$ cat src/rtl/sm_loader_pkg.sv
// rtl/sm_loader_pkg.sv - shared constants, state encodings and helpers for the ROM loader
// Contents: default parameter values, loader FSM states, receiver states,
//           byte shift-in helper used for MSB-first word assembly.
package sm_loader_pkg;

    localparam int DEF_CLKS_PER_BIT = 870;
    localparam int DEF_ADDR_W       = 4;
    localparam int DEF_RST_HOLD     = 2;

    localparam int WORD_W         = 32;
    localparam int BYTE_W         = 8;
    localparam int BYTES_PER_WORD = 4;

    typedef enum logic [1:0] {
        ST_IDLE    = 2'd0,
        ST_LOAD    = 2'd1,
        ST_WRITE   = 2'd2,
        ST_RELEASE = 2'd3
    } loader_state_t;

    typedef enum logic [1:0] {
        RX_IDLE  = 2'd0,
        RX_START = 2'd1,
        RX_DATA  = 2'd2,
        RX_STOP  = 2'd3
    } rx_state_t;

    // First byte received ends up in the top byte of the word.
    function automatic logic [WORD_W-1:0] shift_in_byte(input logic [WORD_W-1:0] word,
                                                        input logic [BYTE_W-1:0] data);
        return {word[WORD_W-BYTE_W-1:0], data};
    endfunction

endpackage

$ cat src/rtl/sm_uart_rx.sv
// rtl/sm_uart_rx.sv - 8N1 serial receiver with mid-bit sampling
// Ports: clk, rst (async, active-high)
//        rx         - asynchronous serial line, idle high
//        byte_valid - one-cycle pulse when a byte with a good stop bit arrives
//        byte_data  - received byte, valid with byte_valid
//        frame_err  - one-cycle pulse when the stop bit is sampled low
module sm_uart_rx
    import sm_loader_pkg::*;
#(
    parameter int CLKS_PER_BIT = DEF_CLKS_PER_BIT
) (
    input  logic              clk,
    input  logic              rst,
    input  logic              rx,
    output logic              byte_valid,
    output logic [BYTE_W-1:0] byte_data,
    output logic              frame_err
);

    localparam int CNT_W = $clog2(CLKS_PER_BIT + 1);
    localparam logic [CNT_W-1:0] HALF_LAST = CNT_W'(CLKS_PER_BIT / 2 - 1);
    localparam logic [CNT_W-1:0] BIT_LAST  = CNT_W'(CLKS_PER_BIT - 1);

    logic              sync1;
    logic              line;
    logic              line_prev;
    rx_state_t         state;
    logic [CNT_W-1:0]  cnt;
    logic [2:0]        bit_idx;
    logic [BYTE_W-1:0] shreg;

    // Synchronizer plus one extra stage for falling-edge detection; all
    // reset high so a reset never looks like a start edge.
    always_ff @(posedge clk or posedge rst) begin
        if (rst) begin
            sync1     <= 1'b1;
            line      <= 1'b1;
            line_prev <= 1'b1;
        end else begin
            sync1     <= rx;
            line      <= sync1;
            line_prev <= line;
        end
    end

    always_ff @(posedge clk or posedge rst) begin
        if (rst) begin
            state      <= RX_IDLE;
            cnt        <= '0;
            bit_idx    <= '0;
            shreg      <= '0;
            byte_data  <= '0;
            byte_valid <= 1'b0;
            frame_err  <= 1'b0;
        end else begin
            byte_valid <= 1'b0;
            frame_err  <= 1'b0;
            case (state)
                RX_IDLE: begin
                    cnt <= '0;
                    if (line_prev && !line) begin
                        state <= RX_START;
                    end
                end
                RX_START: begin
                    if (cnt == HALF_LAST) begin
                        cnt     <= '0;
                        bit_idx <= '0;
                        // Line back high at mid-start: glitch, not a frame.
                        state   <= line ? RX_IDLE : RX_DATA;
                    end else begin
                        cnt <= cnt + 1'b1;
                    end
                end
                RX_DATA: begin
                    if (cnt == BIT_LAST) begin
                        cnt   <= '0;
                        shreg <= {line, shreg[BYTE_W-1:1]};
                        if (bit_idx == 3'd7) begin
                            state <= RX_STOP;
                        end else begin
                            bit_idx <= bit_idx + 3'd1;
                        end
                    end else begin
                        cnt <= cnt + 1'b1;
                    end
                end
                RX_STOP: begin
                    if (cnt == BIT_LAST) begin
                        cnt   <= '0;
                        state <= RX_IDLE;
                        if (line) begin
                            byte_valid <= 1'b1;
                            byte_data  <= shreg;
                        end else begin
                            frame_err <= 1'b1;
                        end
                    end else begin
                        cnt <= cnt + 1'b1;
                    end
                end
                default: state <= RX_IDLE;
            endcase
        end
    end

endmodule

$ cat src/rtl/sm_rom_loader.sv
// rtl/sm_rom_loader.sv - loads 32-bit instruction words from a UART into a ROM
// Ports: clk, rst (async, active-high)
//        uart_rx_i   - serial line, idle high
//        load_en_i   - level-sensitive load request
//        rom_we_o    - one-cycle ROM write strobe
//        rom_addr_o  - ROM word address (registered)
//        rom_wdata_o - ROM write data (registered)
//        cpu_rst_o   - holds the CPU in reset from load start until release
//        busy_o      - high whenever the loader is not idle
//        done_o      - one-cycle pulse when the loader returns to idle
//        err_o       - sticky framing / partial-word error, cleared on load start
module sm_rom_loader
    import sm_loader_pkg::*;
#(
    parameter int CLKS_PER_BIT = DEF_CLKS_PER_BIT,
    parameter int ADDR_W       = DEF_ADDR_W,
    parameter int RST_HOLD     = DEF_RST_HOLD
) (
    input  logic              clk,
    input  logic              rst,
    input  logic              uart_rx_i,
    input  logic              load_en_i,
    output logic              rom_we_o,
    output logic [ADDR_W-1:0] rom_addr_o,
    output logic [WORD_W-1:0] rom_wdata_o,
    output logic              cpu_rst_o,
    output logic              busy_o,
    output logic              done_o,
    output logic              err_o
);

    localparam int HOLD_W = (RST_HOLD > 1) ? $clog2(RST_HOLD) : 1;
    localparam logic [HOLD_W-1:0] HOLD_LAST = HOLD_W'((RST_HOLD > 0) ? RST_HOLD - 1 : 0);
    localparam logic [1:0] LAST_BYTE = 2'(BYTES_PER_WORD - 1);

    loader_state_t     state;
    loader_state_t     next_state;
    logic              byte_valid;
    logic [BYTE_W-1:0] byte_data;
    logic              frame_err;
    logic [1:0]        byte_idx;
    logic [WORD_W-1:0] word;
    logic [ADDR_W-1:0] addr;
    logic              err;
    logic              done_r;
    logic [HOLD_W-1:0] hold_cnt;

    sm_uart_rx #(
        .CLKS_PER_BIT(CLKS_PER_BIT)
    ) u_rx (
        .clk        (clk),
        .rst        (rst),
        .rx         (uart_rx_i),
        .byte_valid (byte_valid),
        .byte_data  (byte_data),
        .frame_err  (frame_err)
    );

    always_ff @(posedge clk or posedge rst) begin
        if (rst) begin
            state <= ST_IDLE;
        end else begin
            state <= next_state;
        end
    end

    always_comb begin
        next_state = state;
        case (state)
            ST_IDLE: begin
                if (load_en_i) next_state = ST_LOAD;
            end
            ST_LOAD: begin
                // A completed word wins over load_en_i dropping in the same cycle.
                if (byte_valid && byte_idx == LAST_BYTE) next_state = ST_WRITE;
                else if (!load_en_i)                     next_state = ST_RELEASE;
            end
            ST_WRITE: begin
                next_state = load_en_i ? ST_LOAD : ST_RELEASE;
            end
            ST_RELEASE: begin
                if (hold_cnt == HOLD_LAST) next_state = ST_IDLE;
            end
            default: next_state = ST_IDLE;
        endcase
    end

    // Word assembly, address, error and hold counter.
    always_ff @(posedge clk or posedge rst) begin
        if (rst) begin
            byte_idx <= '0;
            word     <= '0;
            addr     <= '0;
            err      <= 1'b0;
            done_r   <= 1'b0;
            hold_cnt <= '0;
        end else begin
            done_r <= (state == ST_RELEASE) && (next_state == ST_IDLE);
            case (state)
                ST_IDLE: begin
                    if (load_en_i) begin
                        addr     <= '0;
                        byte_idx <= '0;
                        err      <= 1'b0;
                    end
                end
                ST_LOAD: begin
                    hold_cnt <= '0;
                    if (frame_err) err <= 1'b1;
                    if (byte_valid && (load_en_i || byte_idx == LAST_BYTE)) begin
                        word     <= shift_in_byte(word, byte_data);
                        byte_idx <= byte_idx + 2'd1;
                    end else if (!load_en_i) begin
                        // Leaving with bytes of an unfinished word: drop them.
                        if (byte_idx != 2'd0 || byte_valid) err <= 1'b1;
                        byte_idx <= '0;
                    end
                end
                ST_WRITE: begin
                    hold_cnt <= '0;
                    addr     <= addr + 1'b1;
                    byte_idx <= '0;
                    if (frame_err) err <= 1'b1;
                end
                ST_RELEASE: begin
                    hold_cnt <= hold_cnt + 1'b1;
                end
                default: ;
            endcase
        end
    end

    always_comb begin
        rom_we_o    = (state == ST_WRITE);
        busy_o      = (state != ST_IDLE);
        cpu_rst_o   = (state != ST_IDLE);
        rom_addr_o  = addr;
        rom_wdata_o = word;
        done_o      = done_r;
        err_o       = err;
    end

endmodule

$ cat config.mk
export PLATFORM = sky130hd
export DESIGN_NAME = sm_rom_loader
export DESIGN_NICKNAME = d
export VERILOG_FILES = /design/src/rtl/sm_loader_pkg.sv /design/src/rtl/sm_uart_rx.sv /design/src/rtl/sm_rom_loader.sv
export SDC_FILE = /design/constraint.sdc
export NUM_CORES = 1
export LEC_CHECK = 0
export ABC_AREA = 1
export CORE_UTILIZATION = 60
export CTS_CLUSTER_DIAMETER = 80
export DETAILED_ROUTE_END_ITERATION = 12
export DONT_BUFFER_PORTS = 1
export MAX_ROUTING_LAYER = met4
export PLACE_DENSITY = 0.72
export RECOVER_POWER = 100
export SLEW_MARGIN = 20
export SYNTH_ARGS = -nofsm -noshare
export SYNTH_HDL_FRONTEND = slang
export SYNTH_SLANG_ARGS = --single-unit
$ cat constraint.sdc
create_clock -name clk -period 4.15 [get_ports clk]
set_input_delay 0.415 -clock clk [delete_from_list [all_inputs] [get_ports clk]]
set_output_delay 0.415 -clock clk [all_outputs]
set_load 0.01 [all_outputs]
==> results by group <==
Flow run
  • Max-cap viol count: 1

GRT
  • Busiest grt layer: met2
  • Met1 global-route usage: 28.6%
  • Met3 GRT Util: 4.20%
  • Initial antenna violation count: 0
  • GRT Total Usage: 22.9%
  • Met2 usage: 36.9%
  • Vias in the first global route: 2529
  • Grt ovf: 0
  • First-pass GRT wire length: 11000 um
  • Pin count of the biggest net entering global routing: 57

Clocking
  • CTS sink count: 79
  • Maximum buffer depth of the clock tree: 2
  • Clock slew at reported path FFs: 0.08 ns
  • Number of buffers created by CTS: 9
  • Post-CTS setup buffer count: 0
  • Post-cts resize count: 0
  • # hold bufs at CTS: 0
  • Latest clock arrival within the worst-skew pair: 0.35 ns
  • H-tree Lvls: 3
  • CTS tree: done
  • Root Buffer: clkbuf_8

Detailed routing
  • WL/cell: 12.9 um
  • Remaining DRCs: 0
  • Drt via density: 5.14
  • ANT nets after route: 0
  • Final WL: 6500 um
  • Via count: 2593
  • DR iter-0 viols: 119
  • DRT Pass-1 Iters: 4

Synth
  • Synth async-reset ratio: 100%
  • Cell taking the most area after synthesis: dfrtp_1
  • Post-synth design cell area: 3660 um2
  • Flops & latches, synth: 79
  • Post-Synthesis Cells: 421
  • Post-synthesis sequential area ratio: 54.1%
  • Synth Net Count: 439
  • EDFF count, synth: 0
  • Yosys top cell area share: 52.0%
  • Unique masters post-synth: 31
  • Syn. warnings: 0
  • Synth top area cells: dfrtp_1 52%, nand2_1 13%, inv_1 5.0%, o21ai_0 4.9%, ha_1 4.8%
  • Syn avg cell area: 8.69 um2
  • Predominant post-synthesis flop cell: dfrtp_1

Timing
  • Worst Hold Slack: 0.0633 ns
  • Slew @ Worst Pin: 2.40 ns
  • Highest Clock Rate: 345 MHz
  • Relative slew margins: -61.0%
  • Max-slew violations: 57
  • Total negative slack: 0 ns
  • Final min period: 2.89 ns
  • Period utilisation layout: 69.7%
  • Final setup vio count: 0
  • Clock skew: 0.00973 ns
  • Final-report hold violation count: 0
  • RSZ-0062 raised after global routing: false

Outcome
  • Status: finished with violations
  • Violated checks: max-capacitance violations, max-slew violations

Power and ir drop
  • Sequential power share: 46.6%
  • Power Density: 505 nW/um2
  • Sw power: 603 uW
  • Share of power burned in combinational logic: 18.0%
  • Sw Ratio: 30.8%
  • Clk network pwr share: 35.4%
  • Power Total: 1.96 mW
  • P_int: 1.36 mW
  • Total leakage power: 2.07 nW
  • Worst IR Drop VDD: 0.298 mV

Critical path
  • Critical Path Sink Type: flop
  • Slowest cell on the critical path: inv_1
  • CP cell instances: inv_1 -> ha_1 -> nand3_1 -> inv_1 -> nand3_1 -> o21ai_0
  • Worst EP required: 4.41 ns
  • R2r setup slk: 1.26 ns
  • R2R cell count: 6
  • Slowest stage delay, CP: 0.99 ns
  • R2R Path End: byte_idx[0]
  • Crit path arrival time: 3.16 ns
  • Startpoint class of the critical path: flop
  • Worst flop-to-flop path startpoint: state[1]
  • WS Path Type: flop to flop
  • Crit-path max FO: 34

Cells and area
  • N_diodes: 0
  • Non-Filler Instances: 504
  • Share of cells above drive strength 1: 6.53%
  • P&R area growth vs syn: 6.12%
  • Final nets: 442

Placement
  • HPWL Detailed: 4560 um
  • IO buf count: 0
  • Total placed cells including tap cells: 488
  • GP Congestion: 0.856

Hold path
  • Hold Path Sink: u_rx.sync1
  • Hold Startpoint: uart_rx_i
  • Class of the worst hold path: input pin to flop
  • Hold-critical path depth: 0

Die
  • Die Wd: 80.1 um
  • Row count: 28
  • Die height: 80.1 um
  • Core area: 5890 um2
  • Starting Density: 62.2%
  • Io pins: 45
  • Die area: 6420 um2
## critical path, delay by kind of cell (launching register included)
family	cells	cell delay (ns)
AOI/OAI and AO/OA	1	0.12
and+or+nand+nor	2	0.88
DFF	1	0.45
buffers and inverters	2	1.12
adders and majority gates	1	0.24
## area by class of cell
class | count | area (um2)
timing repair buffer | 1 | 3.75
inverter | 55 | 209
sequential | 79 | 1980
clock buffer | 10 | 128
tap | 75 | 93.8
multi-input combinational | 278 | 1350
clock inverter | 6 | 118
fill | 477 | 2000
## flip-flops by register name (all words and copies together), names as in the netlist, 2 cells and up, named ones only
signal,cells
byte_idx,2
rom_addr_o,4
rom_wdata_o,32
state,2
u_rx.bit_idx,3
u_rx.byte_data,8
u_rx.cnt,10
u_rx.shreg,8
## layout by cell type (no fill, tap or decap), drive strengths merged, types with 2 or more instances in the layout
| cell type | instances |
|---|---|
| dfstp | 3 |
| ha | 14 |
| o21ai | 37 |
| bufinv | 3 |
| inv | 54 |
| dfrtp | 76 |
| nand4 | 8 |
| nor2 | 31 |
| clkinvlp | 3 |
| nand2 | 135 |
| and2 | 2 |
| clkbuf | 11 |
| nand3 | 26 |
| nor3 | 4 |
| xor2 | 2 |
| a21oi | 15 |
## metrics by stage
stage,cell area [um2],util [%],setup WS (ns)
CTS,3960,67.3,1.96
detailed placement,3710,63.1,1.99
floorplan,3660,-,1.72
global placement,3710,63.1,2.09
finish,3880,66.0,1.26
global route,3880,66.0,0.941
## routing by layer
| metal | wire length (um) | share of wire [%] |
|---|---|---|
| met1 | 3110 | 48 |
| met2 | 3030 | 47 |
| met3 | 275 | 4.2 |
| met4 | 84 | 1.3 |
| met5 | 0 | 0 |
## power groups by stage
stage | logic, mW | clock network (mW) | registers (mW)
2_1_floorplan | 0.317 | 0 | 0.900
3_3_place_gp | 0.351 | 0 | 0.925
3_5_place_dp | 0.363 | 0 | 0.927
4_1_cts | 0.366 | 0.704 | 0.913
5_1_grt | 0.414 | 0.740 | 0.924
6_report | 0.353 | 0.694 | 0.913
## kinds of logic after synthesis
group                      synth area share, %
and+or+nand+nor                           25.6
xor gates and xnor gates                 0.718
adders and majority gates                 4.79
AOI/OAI and AO/OA                         7.32
DFF                                       54.1
muxes                                    0.308
buffers and inverters                     7.11
## worst max-delay path by stage
stage | startpoint | to | slack [ns] | depth (start not counted)
global placement | state[1] | byte_idx[1] | 2.09 | 6
finish | state[1] | byte_idx[0] | 1.26 | 6
detailed placement | state[1] | byte_idx[0] | 1.99 | 6
CTS | state[1] | byte_idx[0] | 1.96 | 6
floorplan | rst | asynchronous set/reset pin | 1.72 | 1
global route | state[1] | byte_idx[0] | 0.94 | 6
## cell usage after synthesis (3+ instances only)
cell and n:
dfrtp_1 76, o21ai_0 36, nand4_1 7, nand2_1 131, inv_2 5, inv_1 49, nand3_1 23, a21oi_1 15
buf_2 5, nor3_1 4, ha_1 14, nor2_1 28, dfstp_2 3
Note: power is estimated with default switching activity, not from simulation.
